File: src/rtl/prog_ctrl_pkg.sv
// Shared encodings and default sizing for the load/run/dump controller.
// The CPU bench imports this to decode the controller state.
package prog_ctrl_pkg;

    typedef enum logic [2:0] {
        ST_IDLE    = 3'd0,
        ST_LOAD    = 3'd1,
        ST_PAD     = 3'd2,
        ST_WARMUP  = 3'd3,
        ST_RUN     = 3'd4,
        ST_DUMP_RD = 3'd5,
        ST_DUMP_TX = 3'd6,
        ST_DONE    = 3'd7
    } state_t;

    localparam int DEF_ADDR_W     = 8;
    localparam int DEF_WORD_BYTES = 4;
    localparam int DEF_WARMUP_CYC = 4;
    localparam int DEF_RUN_MAX    = 1024;
    localparam int DEF_DUMP_BASE  = 0;
    localparam int DEF_DUMP_LEN   = 256;

    // Width able to hold 0..n-1, never narrower than one bit.
    function automatic int cnt_width(input int n);
        return (n < 2) ? 1 : $clog2(n);
    endfunction

endpackage

File: src/rtl/dump_out_reg.sv
// Valid/ready holding register for the dump byte stream; data and last stay
// stable from load until the consumer accepts.
module dump_out_reg (
    input  logic       clk,
    input  logic       clr,
    input  logic       load,
    input  logic [7:0] din,
    input  logic       last_in,
    input  logic       ready,
    output logic       valid,
    output logic [7:0] dout,
    output logic       last
);

    always_ff @(posedge clk or negedge clr) begin
        if (!clr) begin
            valid <= 1'b0;
            dout  <= 8'h00;
            last  <= 1'b0;
        end else if (load) begin
            valid <= 1'b1;
            dout  <= din;
            last  <= last_in;
        end else if (valid && ready) begin
            // dout is left holding the accepted byte; only the qualifiers drop
            valid <= 1'b0;
            last  <= 1'b0;
        end
    end

endmodule

File: src/rtl/prog_load_dump_ctrl.sv
// Load/run/dump sequencer: streams a host image into RAM, runs the CPU through a
// warm-up window up to a cycle limit, then streams a RAM window back out.
//
// state      | meaning
// IDLE       | waiting for start after reset
// LOAD       | accepting image bytes, one write per handshake
// PAD        | zero-filling up to the next word boundary
// WARMUP     | CPU released, halt ignored for WARMUP_CYC cycles
// RUN        | CPU running until halt or RUN_MAX cycles
// DUMP_RD    | presenting the dump address to the RAM
// DUMP_TX    | capturing the read byte and holding it until accepted
// DONE       | sequence complete, waiting for start
module prog_load_dump_ctrl
    import prog_ctrl_pkg::*;
#(
    parameter int ADDR_W     = DEF_ADDR_W,
    parameter int WORD_BYTES = DEF_WORD_BYTES,
    parameter int WARMUP_CYC = DEF_WARMUP_CYC,
    parameter int RUN_MAX    = DEF_RUN_MAX,
    parameter int DUMP_BASE  = DEF_DUMP_BASE,
    parameter int DUMP_LEN   = DEF_DUMP_LEN
) (
    input  logic              clk,
    input  logic              clr,
    input  logic              start,
    input  logic              ld_valid,
    output logic              ld_ready,
    input  logic [7:0]        ld_data,
    input  logic              ld_last,
    output logic              mem_we,
    output logic [ADDR_W-1:0] mem_addr,
    output logic [7:0]        mem_wdata,
    input  logic [7:0]        mem_rdata,
    output logic              cpu_run,
    input  logic              cpu_halt,
    output logic              dp_valid,
    input  logic              dp_ready,
    output logic [7:0]        dp_data,
    output logic              dp_last,
    output logic              busy,
    output logic              done,
    output logic              timeout,
    output logic              overflow,
    output logic [ADDR_W-1:0] word_count
);

    localparam int WARM_W = cnt_width(WARMUP_CYC);
    localparam int RUN_W  = cnt_width(RUN_MAX);

    // WORD_BYTES is a power of two, so alignment is a mask test on the pointer.
    localparam logic [ADDR_W-1:0] ALIGN_MASK = ADDR_W'(WORD_BYTES - 1);
    localparam logic [ADDR_W-1:0] PTR_MAX    = '1;
    localparam logic [ADDR_W-1:0] DUMP_LAST  = ADDR_W'(DUMP_LEN - 1);
    localparam logic [ADDR_W-1:0] DUMP_BASEA = ADDR_W'(DUMP_BASE);
    localparam logic [WARM_W-1:0] WARM_LAST  = WARM_W'(WARMUP_CYC - 1);
    localparam logic [RUN_W-1:0]  RUN_LAST   = RUN_W'(RUN_MAX - 1);

    state_t              state, state_n;
    logic [ADDR_W-1:0]   ptr, ptr_nxt;
    logic [ADDR_W-1:0]   wc;
    logic                timeout_q, overflow_q;
    logic [WARM_W-1:0]   warm_cnt;
    logic [RUN_W-1:0]    run_cnt;
    logic [ADDR_W-1:0]   dump_idx;
    logic                mem_we_q;
    logic [ADDR_W-1:0]   wr_addr_q;
    logic [7:0]          wr_data_q;

    logic                load_go, wr_en, ovf_set, to_set, dump_load, dump_hs;
    logic [7:0]          wr_byte;

    assign ptr_nxt = ptr + ADDR_W'(1);

    always_comb begin
        state_n   = state;
        ld_ready  = 1'b0;
        cpu_run   = 1'b0;
        wr_en     = 1'b0;
        wr_byte   = 8'h00;
        load_go   = 1'b0;
        ovf_set   = 1'b0;
        to_set    = 1'b0;
        dump_load = 1'b0;
        dump_hs   = 1'b0;
        case (state)
            ST_IDLE, ST_DONE: begin
                if (start) begin
                    load_go = 1'b1;
                    state_n = ST_LOAD;
                end
            end
            ST_LOAD: begin
                ld_ready = 1'b1;
                if (ld_valid) begin
                    wr_en   = 1'b1;
                    wr_byte = ld_data;
                    ovf_set = (ptr == PTR_MAX) && !ld_last;
                    if (ld_last || ptr == PTR_MAX)
                        state_n = ((ptr_nxt & ALIGN_MASK) == '0) ? ST_WARMUP : ST_PAD;
                end
            end
            ST_PAD: begin
                wr_en = 1'b1;
                if ((ptr_nxt & ALIGN_MASK) == '0)
                    state_n = ST_WARMUP;
            end
            ST_WARMUP: begin
                cpu_run = 1'b1;
                if (warm_cnt == '0)
                    state_n = ST_RUN;
            end
            ST_RUN: begin
                cpu_run = 1'b1;
                // halt on the last allowed cycle wins over the limit
                if (cpu_halt) begin
                    state_n = ST_DUMP_RD;
                end else if (run_cnt == RUN_LAST) begin
                    to_set  = 1'b1;
                    state_n = ST_DUMP_RD;
                end
            end
            ST_DUMP_RD: state_n = ST_DUMP_TX;
            ST_DUMP_TX: begin
                if (!dp_valid) begin
                    dump_load = 1'b1;
                end else if (dp_ready) begin
                    dump_hs = 1'b1;
                    state_n = (dump_idx == DUMP_LAST) ? ST_DONE : ST_DUMP_RD;
                end
            end
            default: state_n = ST_IDLE;
        endcase
    end

    always_ff @(posedge clk or negedge clr) begin
        if (!clr) begin
            state      <= ST_IDLE;
            ptr        <= '0;
            wc         <= '0;
            timeout_q  <= 1'b0;
            overflow_q <= 1'b0;
            warm_cnt   <= '0;
            run_cnt    <= '0;
            dump_idx   <= '0;
            mem_we_q   <= 1'b0;
            wr_addr_q  <= '0;
            wr_data_q  <= 8'h00;
        end else begin
            state    <= state_n;
            mem_we_q <= wr_en;
            if (load_go) begin
                ptr        <= '0;
                wc         <= '0;
                timeout_q  <= 1'b0;
                overflow_q <= 1'b0;
            end
            if (wr_en) begin
                ptr       <= ptr_nxt;
                wr_addr_q <= ptr;
                wr_data_q <= wr_byte;
                if ((ptr & ALIGN_MASK) == ALIGN_MASK)
                    wc <= wc + ADDR_W'(1);
            end
            if (ovf_set)
                overflow_q <= 1'b1;
            if (to_set)
                timeout_q <= 1'b1;
            if (state != ST_WARMUP)
                warm_cnt <= WARM_LAST;
            else if (warm_cnt != '0)
                warm_cnt <= warm_cnt - WARM_W'(1);
            if (state != ST_RUN)
                run_cnt <= '0;
            else
                run_cnt <= run_cnt + RUN_W'(1);
            if (state == ST_RUN)
                dump_idx <= '0;
            else if (dump_hs)
                dump_idx <= dump_idx + ADDR_W'(1);
        end
    end

    dump_out_reg u_dump_out_reg (
        .clk     (clk),
        .clr     (clr),
        .load    (dump_load),
        .din     (mem_rdata),
        .last_in (dump_idx == DUMP_LAST),
        .ready   (dp_ready),
        .valid   (dp_valid),
        .dout    (dp_data),
        .last    (dp_last)
    );

    assign mem_we     = mem_we_q;
    assign mem_wdata  = wr_data_q;
    assign mem_addr   = (state == ST_DUMP_RD || state == ST_DUMP_TX) ? (DUMP_BASEA + dump_idx)
                                                                     : wr_addr_q;
    assign busy       = (state != ST_IDLE) && (state != ST_DONE);
    assign done       = (state == ST_DONE);
    assign timeout    = timeout_q;
    assign overflow   = overflow_q;
    assign word_count = wc;

endmodule

File: config.mk
export PLATFORM = sky130hd
export DESIGN_NAME = prog_load_dump_ctrl
export DESIGN_NICKNAME = d
export VERILOG_FILES = /design/src/rtl/prog_ctrl_pkg.sv /design/src/rtl/dump_out_reg.sv /design/src/rtl/prog_load_dump_ctrl.sv
export SDC_FILE = /design/constraint.sdc
export NUM_CORES = 1
export LEC_CHECK = 0
export ABC_AREA = 0
export BUFFER_PORTS_ARGS = -buffer_cell sky130_fd_sc_hd__buf_2
export CELL_PAD_IN_SITES_DETAIL_PLACEMENT = 1
export CELL_PAD_IN_SITES_GLOBAL_PLACEMENT = 1
export CORE_ASPECT_RATIO = 0.75
export CORE_MARGIN = 10
export CORE_UTILIZATION = 30
export CTS_CLUSTER_SIZE = 20
export DETAILED_ROUTE_END_ITERATION = 12
export GPL_TIMING_DRIVEN = 0
export PLACE_DENSITY = 0.61
export SYNTH_ARGS = -nofsm -noshare
export SYNTH_HDL_FRONTEND = slang
export SYNTH_SLANG_ARGS = --single-unit
File: constraint.sdc
create_clock -name clk -period 1.9 [get_ports clk]
set_input_delay 0 -clock clk [delete_from_list [all_inputs] [get_ports clk]]
set_output_delay 0 -clock clk [all_outputs]
set_load 0.02 [all_outputs]
=== Word-level counts from Yosys, hierarchy flattened ===
Index checks and enable logic that the tools add are counted.

* Register bits after elaboration: 68
* Logic and storage cells: 108
* Input port bits: 23

* Eq/ne operators: 22
* Reductions and logical operators: 20
* Multiplexer cells: 47
* Add/subtract/negate cells: 5

{| class="wikitable"
|+ Operators by type and width
! cell !! count
|-
| 8-bit two-way mux || 10
|-
| 3-bit two-way mux || 9
|-
| 8-bit by 1-bit adder with 8-bit output, second input constant || 3
|-
| 1-bit two-way mux || 22
|-
| 3-bit case mux with 7 select lines || 1
|-
| 8-bit equality test, second input constant || 2
|-
| 2-bit nonzero test || 7
|-
| 3-bit equality test, second input constant || 4
|-
| 2-bit inequality test, second input constant || 6
|-
| 10-bit by 1-bit adder with 10-bit output, second input constant || 1
|-
| 10-bit equality test, second input constant || 1
|-
| 10-bit two-way mux || 1
|-
| 3-bit inequality test, second input constant || 3
|-
| 8-bit logical NOT || 1
|-
| 8-bit AND reduction || 1
|-
| 3-bit by 2-bit equality test with 1-bit output, second input constant || 2
|-
| 2-bit two-way mux || 3
|-
| 2-bit OR reduction || 2
|-
| 3-bit by 1-bit equality test with 1-bit output, second input constant || 1
|-
| 1-bit logical AND || 3
|-
| 3-bit logical NOT || 1
|-
| 3-bit by 2-bit inequality test with 1-bit output, second input constant || 1
|-
| 3-bit nonzero test || 1
|-
| 2-bit equality test, second input constant || 1
|-
| other kinds (6) || 7
|}

=== Depth between registers and ports, before layout ===
Gate-level depths: netlist of the first run.

* Depth after elaboration: 6
* Mapped depth: 7
* Depth with buffers taken out: 7

=== Cells and area by module ===
From an unflattened synthesis of the first run, not the netlist that was laid out.

* Cell total of the unflattened synthesis: 307
* Area total of the unflattened synthesis: 3226.8 sq um

{| class="wikitable"
|+ Modules (own cells, without submodules)
! module !! area each (sq um) !! cells an instance !! seq. area each (sq um) !! instances
|-
| prog_load_dump_ctrl || 2817.7 || 283 || 1451.4 || 1
|-
| dump_out_reg || 409.1 || 24 || 250.2 || 1
|}

=== Worst setup path before layout of the first run ===
No wires, ideal clock.

* Path kind: flip-flop to flip-flop
* Start: register ptr[0]
* End: register state[0]
* Data arrival time: 1.474 ns
* Data required time: 1.768 ns
* Stages on the path, launching flop included: 7
* Setup time: 0.132 ns
* Period minus slack after synthesis: 1.606 ns
* Slack: 0.294 ns
* Buffers on the path: 0
* Cell sequence: dfrtp_1 > ha_1 > nand3_1 > nor3_1 > nor4_1 > o31ai_1 > o31ai_1

* Cells in the longest elaborated chain, start to end: 6
* Elaborated cells between the ends (all ways): 11
* Those cells by class: 1 x add/sub; 3 x eq/ne; 4 x mux; 3 x reduce/logical

{| class="wikitable"
|+ Ends and longest elaborated chain
! element !! RTL line !! source
|-
| from (decl) || prog_load_dump_ctrl.sv:59 || <nowiki>logic [ADDR_W-1:0] ptr, ptr_nxt;</nowiki>
|-
| from (signal assigned) || prog_load_dump_ctrl.sv:158 || <nowiki>ptr <= ptr_nxt;</nowiki>
|-
| 8-bit by 1-bit adder with 8-bit output || prog_load_dump_ctrl.sv:72 || <nowiki>assign ptr_nxt = ptr + ADDR_W'(1);</nowiki>
|-
| 8-bit logical NOT || prog_load_dump_ctrl.sv:99, prog_load_dump_ctrl.sv:104 ||
|-
| 1-bit two-way mux || prog_load_dump_ctrl.sv:99 || <nowiki>state_n = ((ptr_nxt & ALIGN_MASK) == '0) ? ST_WARMUP : ST_PAD;</nowiki>
|-
| 3-bit two-way mux || prog_load_dump_ctrl.sv:98 || <nowiki>if (ld_last || ptr == PTR_MAX)</nowiki>
|-
| 3-bit two-way mux || prog_load_dump_ctrl.sv:94 || <nowiki>if (ld_valid) begin</nowiki>
|-
| 3-bit case mux with 7 select lines || prog_load_dump_ctrl.sv:85 || <nowiki>case (state)</nowiki>
|-
| to (signal assigned) || prog_load_dump_ctrl.sv:149 || <nowiki>state <= state_n;</nowiki>
|-
| to (decl) || prog_load_dump_ctrl.sv:58 || <nowiki>state_t state, state_n;</nowiki>
|}

Several ways; a longest one is shown, not always the timed one. The select of a mux whose other input is x is not followed.
A chain may end at the register's enable or synchronous reset.

=== Final worst setup path of the first run ===
* Start: register state[0]
* End: output mem_addr[6]

* Cells in the longest elaborated chain, start to end: 3
* Elaborated cells between the ends (all ways): 4
* Those cells by class: 2 x eq/ne; 1 x mux; 1 x reduce/logical

{| class="wikitable"
|+ Ends and longest elaborated chain
! element !! RTL line !! source
|-
| 3-bit equality test || prog_load_dump_ctrl.sv:197 || <nowiki>assign mem_addr = (state == ST_DUMP_RD || state == ST_DUMP_TX) ? (DUMP_BASEA + dump_idx)</nowiki>
|-
| 1-bit logical OR (*) || prog_load_dump_ctrl.sv:197 ||
|-
| 8-bit two-way mux (*) || prog_load_dump_ctrl.sv:197 ||
|-
| to (decl) || prog_load_dump_ctrl.sv:31 || <nowiki>output logic [ADDR_W-1:0] mem_addr,</nowiki>
|}

Every way passes the cells marked *; elsewhere a longest branch is shown, timed or not.

==> results of run 1 <==
## Yosys cell counts, types with 2 or more instances
| master | count | share of area |
|---|---|---|
| inv_1 | 5 | 0.0059 |
| o21ai_0 | 12 | 0.019 |
| a22o_1 | 9 | 0.025 |
| and3_1 | 8 | 0.016 |
| o311ai_0 | 2 | 0.0055 |
| nor2_1 | 34 | 0.040 |
| ha_1 | 6 | 0.024 |
| a31oi_1 | 3 | 0.0059 |
| nand3_1 | 23 | 0.036 |
| dfrtp_1 | 68 | 0.53 |
| o31ai_1 | 3 | 0.0071 |
| clkbuf_1 | 4 | 0.0047 |
| xnor2_1 | 6 | 0.016 |
| mux2_2 | 19 | 0.067 |
| mux2i_1 | 3 | 0.0094 |
| buf_2 | 5 | 0.0078 |
| a21oi_1 | 4 | 0.0063 |
| xor2_1 | 12 | 0.033 |
| nand4_1 | 2 | 0.0039 |
| o21ai_1 | 2 | 0.0031 |
| nand2_1 | 56 | 0.066 |
| nor3_1 | 3 | 0.0047 |
## area by class of cell
| class | count | area, sq um | area share |
|---|---|---|---|
| flip-flops and latches | 68 | 1703 | 0.3909 |
| multi-input cells | 229 | 1478 | 0.3392 |
| repair buffers | 89 | 626.9 | 0.1439 |
| clock buffers | 9 | 225.2 | 0.05169 |
| well taps | 136 | 170.2 | 0.03906 |
| clock inverters | 7 | 76.32 | 0.01752 |
| plain buffers | 10 | 55.05 | 0.01264 |
| inverters | 6 | 22.52 | 0.005169 |
## worst register-to-register path, cell delays in order, from the launching register on
cell and delay, ns:
dfrtp_1 0.40, buf_4 0.15, and3b_1 0.24, o21bai_4 0.12
or4_1 0.57, nand3_1 0.10, o21ai_1 0.06
## kinds of logic (layout without fill, tap and decap cells)
group / Yosys count / after routing / synth area share
and+or+nand+nor: 139 / 139 / 0.1963
DFF: 68 / 68 / 0.5329
AOI/OAI and AO/OA: 44 / 44 / 0.09836
muxes: 22 / 22 / 0.07641
xor gates and xnor gates: 18 / 18 / 0.04937
buffers and inverters: 17 / 121 / 0.02312
adders and majority gates: 6 / 6 / 0.02351
## cells in the final DEF (no fill, tap or decap), types with 4 or more instances in the layout
cell	n
inv_1	4
dlygate4sd3_1	20
nand3_1	22
buf_4	9
clkinvlp_4	5
xnor2_1	6
mux2_4	4
a21oi_1	4
mux2_2	15
buf_2	59
dfrtp_1	67
buf_6	6
ha_1	5
nand2_1	54
a22o_1	9
and3_1	8
xor2_1	12
clkbuf_16	9
nor2_1	33
o21ai_0	12
## routing by layer
layer | vias to the layer above | track usage | wire (um)
met5 | - | 0 | 0
met3 | 14 | 0.04352 | 459
met1 | 1293 | 0.1514 | 4142
met2 | 41 | 0.1815 | 3947
li1 | 1286 | - | -
met4 | 0 | 0.04235 | 144
## metrics by stage
step / util / worst slack, ns
after global placement: 0.3561 / -0.1049
after detailed placement: 0.3583 / -0.09855
after CTS: 0.4130 / 0.01486
after floorplan: - / 0.2941
after global routing: 0.4218 / -0.01700
final: 0.4218 / 0.06917
## final timing paths
path / cells past startpoint / end
worst max register to register: 6 / ptr[7]
worst min-delay path: 3 / timeout
worst max-delay path: 5 / mem_addr[6]
min in group asynchronous: 2 / mem_we
worst min register to register: 2 / wr_addr_q[3]
max in group asynchronous: 3 / overflow
## what timing repair did
action | CTS | global route
setup buffers | 4 | 1
hold endpoints to repair | 53 | 0
hold buffers | 20 | 0
setup endpoints to repair | 10 | 19
pin swaps | 1 | 1
resized for setup | 7 | 27
gates cloned | 0 | 0
## state kept, by name, summed over array words and instances, names as in the netlist
signal / flops
run_cnt: 10
dump_idx: 8
mem_wdata: 8
ptr: 8
u_dump_out_reg.dout: 8
word_count: 8
wr_addr_q: 8
state: 3
warm_cnt: 2
mem_we: 1
overflow: 1
timeout: 1
u_dump_out_reg.last: 1
u_dump_out_reg.valid: 1
## where the power goes
group,total (mW),internal (mW),switching (mW),leakage [nW]
clock network,1.69,1.02,0.670,0.130
logic,2.17,0.859,1.31,1.09
registers,1.94,1.73,0.208,0.905
total,5.79,3.61,2.19,2.13
==> metrics.txt, run 1 <==
status complete, no violations; Boundary Pins 64; Placed Cells incl. Taps just over 500; Post-DRT Antenna Nets 0; clk buf depth 2; setup TNS 0 ns; CTS tree done; Final Power 5.794 mW; Post-synth EDFFs 0; area of the core 0.01033 sq mm; Critical Setup Path Class register to output pin; die height 109.3 um; row count 32; Final HPWL DP approximately 6300 um; fraction of layout cells with a size suffix above 1 0.3062; LEAKAGE roughly 2.1 nW; CP max-delay cell dfrtp_2; CTS Root Cell clkbuf_16; VDD IR max 0.0004791 V; Port Buffers 63; Max Cap Viol 0; Post-synth top flop dfrtp_1; non-filler instance count after layout 554; FF-to-FF Start state[1]; synth unique cells 47; FFs w/ async S/R, synth 1.000; flop and latch count out of synthesis 68; Iter 0 DRT Violations 140; First-pass DRT Iterations 4; Post-Syn Instances 314; post-synthesis instance area 0.003193 sq mm; vias in the first global route about 2,800; Initial Util 0.3091; Crit path buffers/inverters 2; H-tree depth 3; Seq/Total Area, Yosys 0.5329; slowest cell delay on critical path 0.43 ns; syn_area_per_cell around 10 sq um; Filler Cells Inserted 1,172; Worst Tran Pin Value between 0.4 and 0.5 ns; Die W 139.1 um; Worst-Skew Late Latency roughly 0.34 ns; final worst path period need 1.831 ns; worst hold slack 0.03350 ns; nets roughly 440; Syn Nets ~340; CP startpoint state[0]; Worst setup SP type register; TritonCTS buffer count 9; Worst setup EP type output pin; dpl cell area 0.003701 sq mm; clk sinks 68; Max Slew Vio Count 0; CP delay by family, top flip-flops; Min-Delay Path Class input pin to register; initial antenna violation count 0; synth warn 0; die area 0.01521 sq mm; Final Hold Vio Count 0; per-cell routed wire length 15.69 um; f_max 546.2 MHz; overall routed net length 8694 um; Worst R2R Setup Slack 0.15 ns; DRC viols 0; clock slew at reported path FFs 0.06 ns; CP Cell Sequence and2b_2 -> o21ai_4 -> buf_12 -> mux2_2 -> buf_6; Ant. Diodes 0; hold path start cpu_halt; Worst Path Required between 1.5 and 2 ns; fin crit share 0.9636; Worst Path Max Fanout 8; final setup vio count 0; Tot GR Track Use 0.1184; Slew Limit Headroom 0.6818; RePlAce Congestion 0.7488; Arrival @ worst endpoint approximately 1.8 ns; largest net degree at the start of global routing 36; global-route wire length before repair between 10,000 and 15,000 um; Final Cell Area about 0.0044 sq mm; GRT overflow 0; Final Skew about 0.0037 ns; pwr dens around 1300 mW/mm^2; via/cell ratio ~4.8; Layout area overhead 36.44%; DR vias 2,634
Power figures use the tool's default switching activity.
==> run 2: changes to the inputs <==
--- a/config.mk
+++ b/config.mk
@@ -15,7 +15,7 @@
 export CTS_CLUSTER_SIZE = 20
 export DETAILED_ROUTE_END_ITERATION = 12
 export GPL_TIMING_DRIVEN = 0
-export PLACE_DENSITY = 0.61
+export PLACE_DENSITY = 0.62
 export SYNTH_ARGS = -nofsm -noshare
 export SYNTH_HDL_FRONTEND = slang
 export SYNTH_SLANG_ARGS = --single-unit
==> metrics.txt, run 2 (synthesized netlist as in run 1, its figures left out) <==
status complete, no violations; Final Cell Area 0.004443 sq mm (+2.0%); Psw 2.177 mW (-0.41%); most common cell after layout, fill and taps aside dfrtp_1; Worst-Skew Late Latency 0.33 ns (about the same); f_max 549.6 MHz (+0.63%); clk buf depth 2 (unchanged); overall routed net length 9008 um (+3.6%); Max Cap Viol 0 (unchanged); Iter 0 DRT Violations 94 (-33%); global-route wire length before repair 15,220 um (+4.3%); Worst setup SP type register; clock slew at reported path FFs 0.06 ns (about the same); dpl cell area 0.003709 sq mm (+0.20%); most frequent cells in the layout 67 x dfrtp_1, 60 x buf_2, 54 x nand2_1, 34 x nor2_1, 22 x nand3_1; die height 109.3 um (unchanged); per-cell routed wire length 16.20 um (+3.2%); power share of the clock group 0.307 (+0.016); Core Util, Final 0.4301 (+0.008357); Post-DRT Antenna Nets 0 (unchanged); via/cell ratio 4.856 (+2.1%); DRC viols 0 (unchanged); Slew Limit Headroom 0.7149 (+0.03310); Final HPWL DP 6401 um (+2.3%); RSZ-0062 raised after global routing yes; nets 444 (+0.45%); Worst setup EP type output pin; largest net degree at the start of global routing 62 (+72%); Die W 139.1 um (unchanged); Tot GR Track Use 0.1243 (+0.005888); Sequential Power Share 0.322 (-0.013); row count 32 (unchanged); Comb pwr share 0.370 (-0.004); initial antenna violation count 0 (unchanged); CP max-delay cell dfrtp_2; LEAKAGE 2.198 nW (+3.2%); Max Slew Vio Count 0 (unchanged); Critical Setup Path Class register to output pin; post-route setup slack 0.08065 ns (+0.01148 ns); RePlAce Congestion 0.7316 (-2.3%); clk sinks 68 (unchanged); number of flip-flops under the largest register name 10 (unchanged); First-pass DRT Iterations 4 (unchanged); slowest cell delay on critical path 0.42 ns (about the same); switching part of the total power 0.3587 (-0.01862); fin crit share 0.9576 (-0.006042); pwr dens 1366 mW/mm^2 (+2.7%); Boundary Pins 64 (unchanged); Worst Tran Pin Value 0.4276 ns (-0.04971 ns); Worst Path Required 1.90 ns (about the same); H-tree depth 3 (unchanged); DR vias 2,700 (+2.5%); Worst Path Max Fanout 8 (unchanged); VDD IR max 0.0006606 V (+38%); final worst path period need 1.819 ns (-0.01148 ns); Initial Util 0.3091 (unchanged); final setup vio count 0 (unchanged); post-placement setup slack -0.1242 ns (-0.02567 ns); Arrival @ worst endpoint 1.82 ns (about the same); TritonCTS buffer count 9 (unchanged); area of the core 0.01033 sq mm (unchanged); Port Buffers 63 (unchanged); Layout area overhead 39.15%; worst hold slack 0.03185 ns (-0.001652 ns); fraction of layout cells with a size suffix above 1 0.3119 (+0.005685); Top reg by flops run_cnt; Filler Cells Inserted 1,177 (+0.43%); Final Skew 0.005539 ns (+0.001840 ns); Int Pwr 3.893 mW (+7.9%); die area 0.01521 sq mm (unchanged); CTS tree done; GRT overflow 0 (unchanged); CTS Root Cell clkbuf_16; CP Cell Sequence and2b_2 -> o21ai_4 -> buf_12 -> mux2_4 -> buf_4; Min-Delay Path Class input pin to async pin; Final Hold Vio Count 0 (unchanged); Ant. Diodes 0 (unchanged); vias in the first global route 2,902 (+4.1%)
[run 2: layout make-up]
class                           count  area, sq um  share of cell area
Timing Repair Buffer               91        654.4              0.1473
Clock buffer                       12        266.5             0.05998
Sequential cell                    68         1703              0.3833
Buffer                             10        56.30             0.01267
Clock inverter                      4        70.07             0.01577
Tap cell                          136        170.2             0.03830
Inverter                            6        22.52            0.005069
Multi-Input combinational cell    229         1500              0.3377
[run 2: worst max-delay path: cells and delay by family, from the launching register on]
kind	cells	cell delay (ns)
AOI/OAI and AO/OA	1	0.15
buffers and inverters	2	0.31
DFF	1	0.42
muxes	1	0.31
and+or+nand+nor	1	0.29
[run 2: final timing paths]
check / slack (ns) / cells past startpoint / startpoint / end
worst max-delay path: 0.08 / 5 / state[0] / mem_addr[7]
worst min-delay path: 0.03 / 2 / clr / wr_addr_q[3]
worst max register to register: 0.12 / 6 / state[1] / ptr[7]
worst min register to register: 0.48 / 2 / wr_addr_q[6] / wr_addr_q[6]
max in group asynchronous: 1.31 / 3 / clr / state[0]
min in group clk: 0.03 / 3 / cpu_halt / state[0]
[run 2: power groups by stage]
stage	sequential, mW	clock, mW	combinational (mW)
4_1_cts	1.94	1.92	2.11
2_1_floorplan	2.12	0	1.13
6_report	1.96	1.87	2.25
5_1_grt	2.00	2.00	2.49
3_5_place_dp	1.96	0	1.97
3_3_place_gp	1.94	0	1.94
[run 2: metrics by stage]
step           instances  power (mW)   TNS, ns
6_report             556       6.070         0
5_1_grt              556       6.491  -0.02330
2_1_floorplan        314       3.249         0
3_5_place_dp         514       3.936   -0.1288
3_3_place_gp         513       3.882   -0.1081
4_1_cts              551       5.973         0
[run 2: repair_timing]
item	CTS	global route
pin swaps	1	1
hold buffers	20	0
setup buffers	2	4
resized for setup	10	34
endpoints found under the setup margin	15	12
gates cloned	0	1
endpoints found under the hold margin	87	0
[run 2: metal layers]
layer  vias to the layer above  global-route usage  part of all wire  wire, um
met1                      1354              0.1596              0.48      4338
met2                        45              0.1913              0.46      4147
met4                         0             0.03566             0.012       104
li1                       1290                   -                 -         -
met3                        11             0.04869             0.046       418
met5                         -                   0                 0         0
==> run 3: changes to the inputs <==
--- a/config.mk
+++ b/config.mk
@@ -8,14 +8,14 @@
 export ABC_AREA = 0
 export BUFFER_PORTS_ARGS = -buffer_cell sky130_fd_sc_hd__buf_2
 export CELL_PAD_IN_SITES_DETAIL_PLACEMENT = 1
-export CELL_PAD_IN_SITES_GLOBAL_PLACEMENT = 1
+export CELL_PAD_IN_SITES_GLOBAL_PLACEMENT = 2
 export CORE_ASPECT_RATIO = 0.75
 export CORE_MARGIN = 10
 export CORE_UTILIZATION = 30
 export CTS_CLUSTER_SIZE = 20
 export DETAILED_ROUTE_END_ITERATION = 12
 export GPL_TIMING_DRIVEN = 0
-export PLACE_DENSITY = 0.62
+export PLACE_DENSITY = 0.73
 export SYNTH_ARGS = -nofsm -noshare
 export SYNTH_HDL_FRONTEND = slang
 export SYNTH_SLANG_ARGS = --single-unit
==> metrics.txt, run 3 (synthesized netlist as in run 1, its figures left out) <==
Final HPWL DP 6427 um (+0.41%); RSZ-0062 raised after global routing yes; pwr dens 1392 mW/mm^2 (+1.9%); r2r worst-path depth 8 (+2); fin crit share 0.9793 (+0.02173); CTS Root Cell clkbuf_16; GRT overflow 0 (unchanged); Die W 139.1 um (unchanged); Worst Tran Pin Value 0.4247 ns (-0.002957 ns); global-route wire length before repair 15,280 um (+0.41%); overall routed net length 9111 um (+1.1%); Max Slew Vio Count 0 (unchanged); status complete, no violations; via/cell ratio 4.841 (-0.31%); clk buf depth 2 (unchanged); die height 109.3 um (unchanged); Worst R2R Setup Slack 0.11 ns (about the same); Boundary Pins 64 (unchanged); Slew Limit Headroom 0.7169 (+0.002009); initial antenna violation count 0 (unchanged); Port Buffers 63 (unchanged); most common cell after layout, fill and taps aside dfrtp_1; largest net degree at the start of global routing 39 (-37%); nets 448 (+0.90%); Worst Path Required 1.90 ns (about the same); CTS tree done; Worst Path Max Fanout 8 (unchanged); DRC viols 0 (unchanged); die area 0.01521 sq mm (unchanged); vias in the first global route 2,967 (+2.2%); Layout area overhead 40.16%; Worst setup SP type register; Critical Setup Path Class register to output pin; VDD IR max 0.0007311 V (+11%); reg2reg end ptr[3]; Iter 0 DRT Violations 106 (+13%); Ant. Diodes 0 (unchanged); TritonCTS buffer count 9 (unchanged); f_max 537.4 MHz (-2.2%); Final Hold Vio Count 0 (unchanged); per-cell routed wire length 16.27 um (+0.42%); Worst-Skew Late Latency 0.33 ns (about the same); LEAKAGE 2.217 nW (+0.84%); Max Cap Viol 0 (unchanged); hold depth 3; row count 32 (unchanged); fraction of layout cells with a size suffix above 1 0.3137 (+0.001774); clk sinks 68 (unchanged); clock slew at reported path FFs 0.06 ns (about the same); hold path start cpu_halt; First-pass DRT Iterations 4 (unchanged); Core Util, Final 0.4333 (+0.003150); Post-DRT Antenna Nets 0 (unchanged); most frequent cells in the layout 67 x dfrtp_1, 60 x buf_2, 55 x nand2_1, 33 x nor2_1, 22 x nand3_1; Worst setup EP type output pin; area of the core 0.01033 sq mm (unchanged); number of flip-flops under the largest register name 10 (unchanged); Final Power 6.229 mW (+2.6%); Tot GR Track Use 0.1231 (-0.001201); FF-to-FF Start state[1]; Initial Util 0.3091 (unchanged); Top reg by flops run_cnt; Min-Delay Path Class input pin to register; final setup vio count 0 (unchanged); setup TNS 0 ns (unchanged); Hold EP state[0]; RePlAce Congestion 0.7964 (+8.9%); H-tree depth 3 (unchanged); final worst path period need 1.861 ns (+0.04129 ns); Arrival @ worst endpoint 1.86 ns (+0.04 ns); DR vias 2,711 (+0.41%); Final Skew 0.006908 ns (+0.001369 ns)
[run 3: cell count changes in the layout (fill, tap and decap cells not counted), sizes merged]
cell / delta
clkbuf: +2
bufinv: +1
clkinv: -1
buf: +2
[run 3: worst max-delay path, cell delays in order (launching register included)]
cell and delay, ns:
dfrtp_1 0.42, buf_6 0.14, and2b_2 0.22, o21ai_4 0.15, buf_12 0.15, mux2_4 0.32, buf_6 0.13
[run 3: what timing repair did]
action,CTS,global route
cloned,0,1
endpoints found under the hold margin,49,0
pin swaps,1,3
setup endpoints to repair,10,36
hold buffers,20,0
setup buffers,3,6
resized for setup,8,37
[run 3: per-stage QoR]
step	hold slack, ns	cells	setup slack, ns	area [sq um]
2_1_floorplan	-0.2956	314	0.2941	3193
3_3_place_gp	0.2181	513	-0.1469	3679
3_5_place_dp	-0.02067	514	-0.1572	3701
4_1_cts	0.02311	553	-0.01230	4315
5_1_grt	0.04887	560	-0.02831	4476
6_report	0.03705	560	0.03936	4476
[run 3: layout make-up]
type | instances | area (sq um)
Sequential cell | 68 | 1703
Fill cell | 1153 | 5854
Timing Repair Buffer | 94 | 676.9
Tap cell | 136 | 170.2
Multi-Input combinational cell | 229 | 1488
Buffer | 11 | 63.81
Clock buffer | 12 | 256.5
Clock inverter | 4 | 95.09
Inverter | 6 | 22.52
[run 3: worst max path at each step]
| stage | start | end | slack (ns) | cells after the start |
|---|---|---|---|---|
| 3_5_place_dp | ptr[0] | state[0] | -0.16 | 6 |
| 4_1_cts | state[1] | mem_addr[0] | -0.01 | 6 |
| 5_1_grt | state[0] | cpu_run | -0.03 | 6 |
| 3_3_place_gp | ptr[0] | state[0] | -0.15 | 6 |
| 6_report | state[1] | mem_addr[0] | 0.04 | 6 |
| 2_1_floorplan | ptr[0] | state[0] | 0.29 | 6 |
[run 3: metal layers]
metal	wire length [um]	share of wire	up-vias	GRT usage
met2	4136	0.45	49	0.1920
met5	0	0	-	0
li1	-	-	1297	-
met1	4338	0.48	1354	0.1529
met4	140	0.015	0	0.04903
met3	497	0.055	11	0.04567
[run 3: power by group]
part | switching [mW] | leakage, nW | internal, mW | total, mW
registers | 0.217 | 0.905 | 1.73 | 1.95
logic | 1.34 | 1.14 | 0.958 | 2.30
clock network | 0.628 | 0.173 | 1.35 | 1.98
total | 2.19 | 2.22 | 4.04 | 6.23
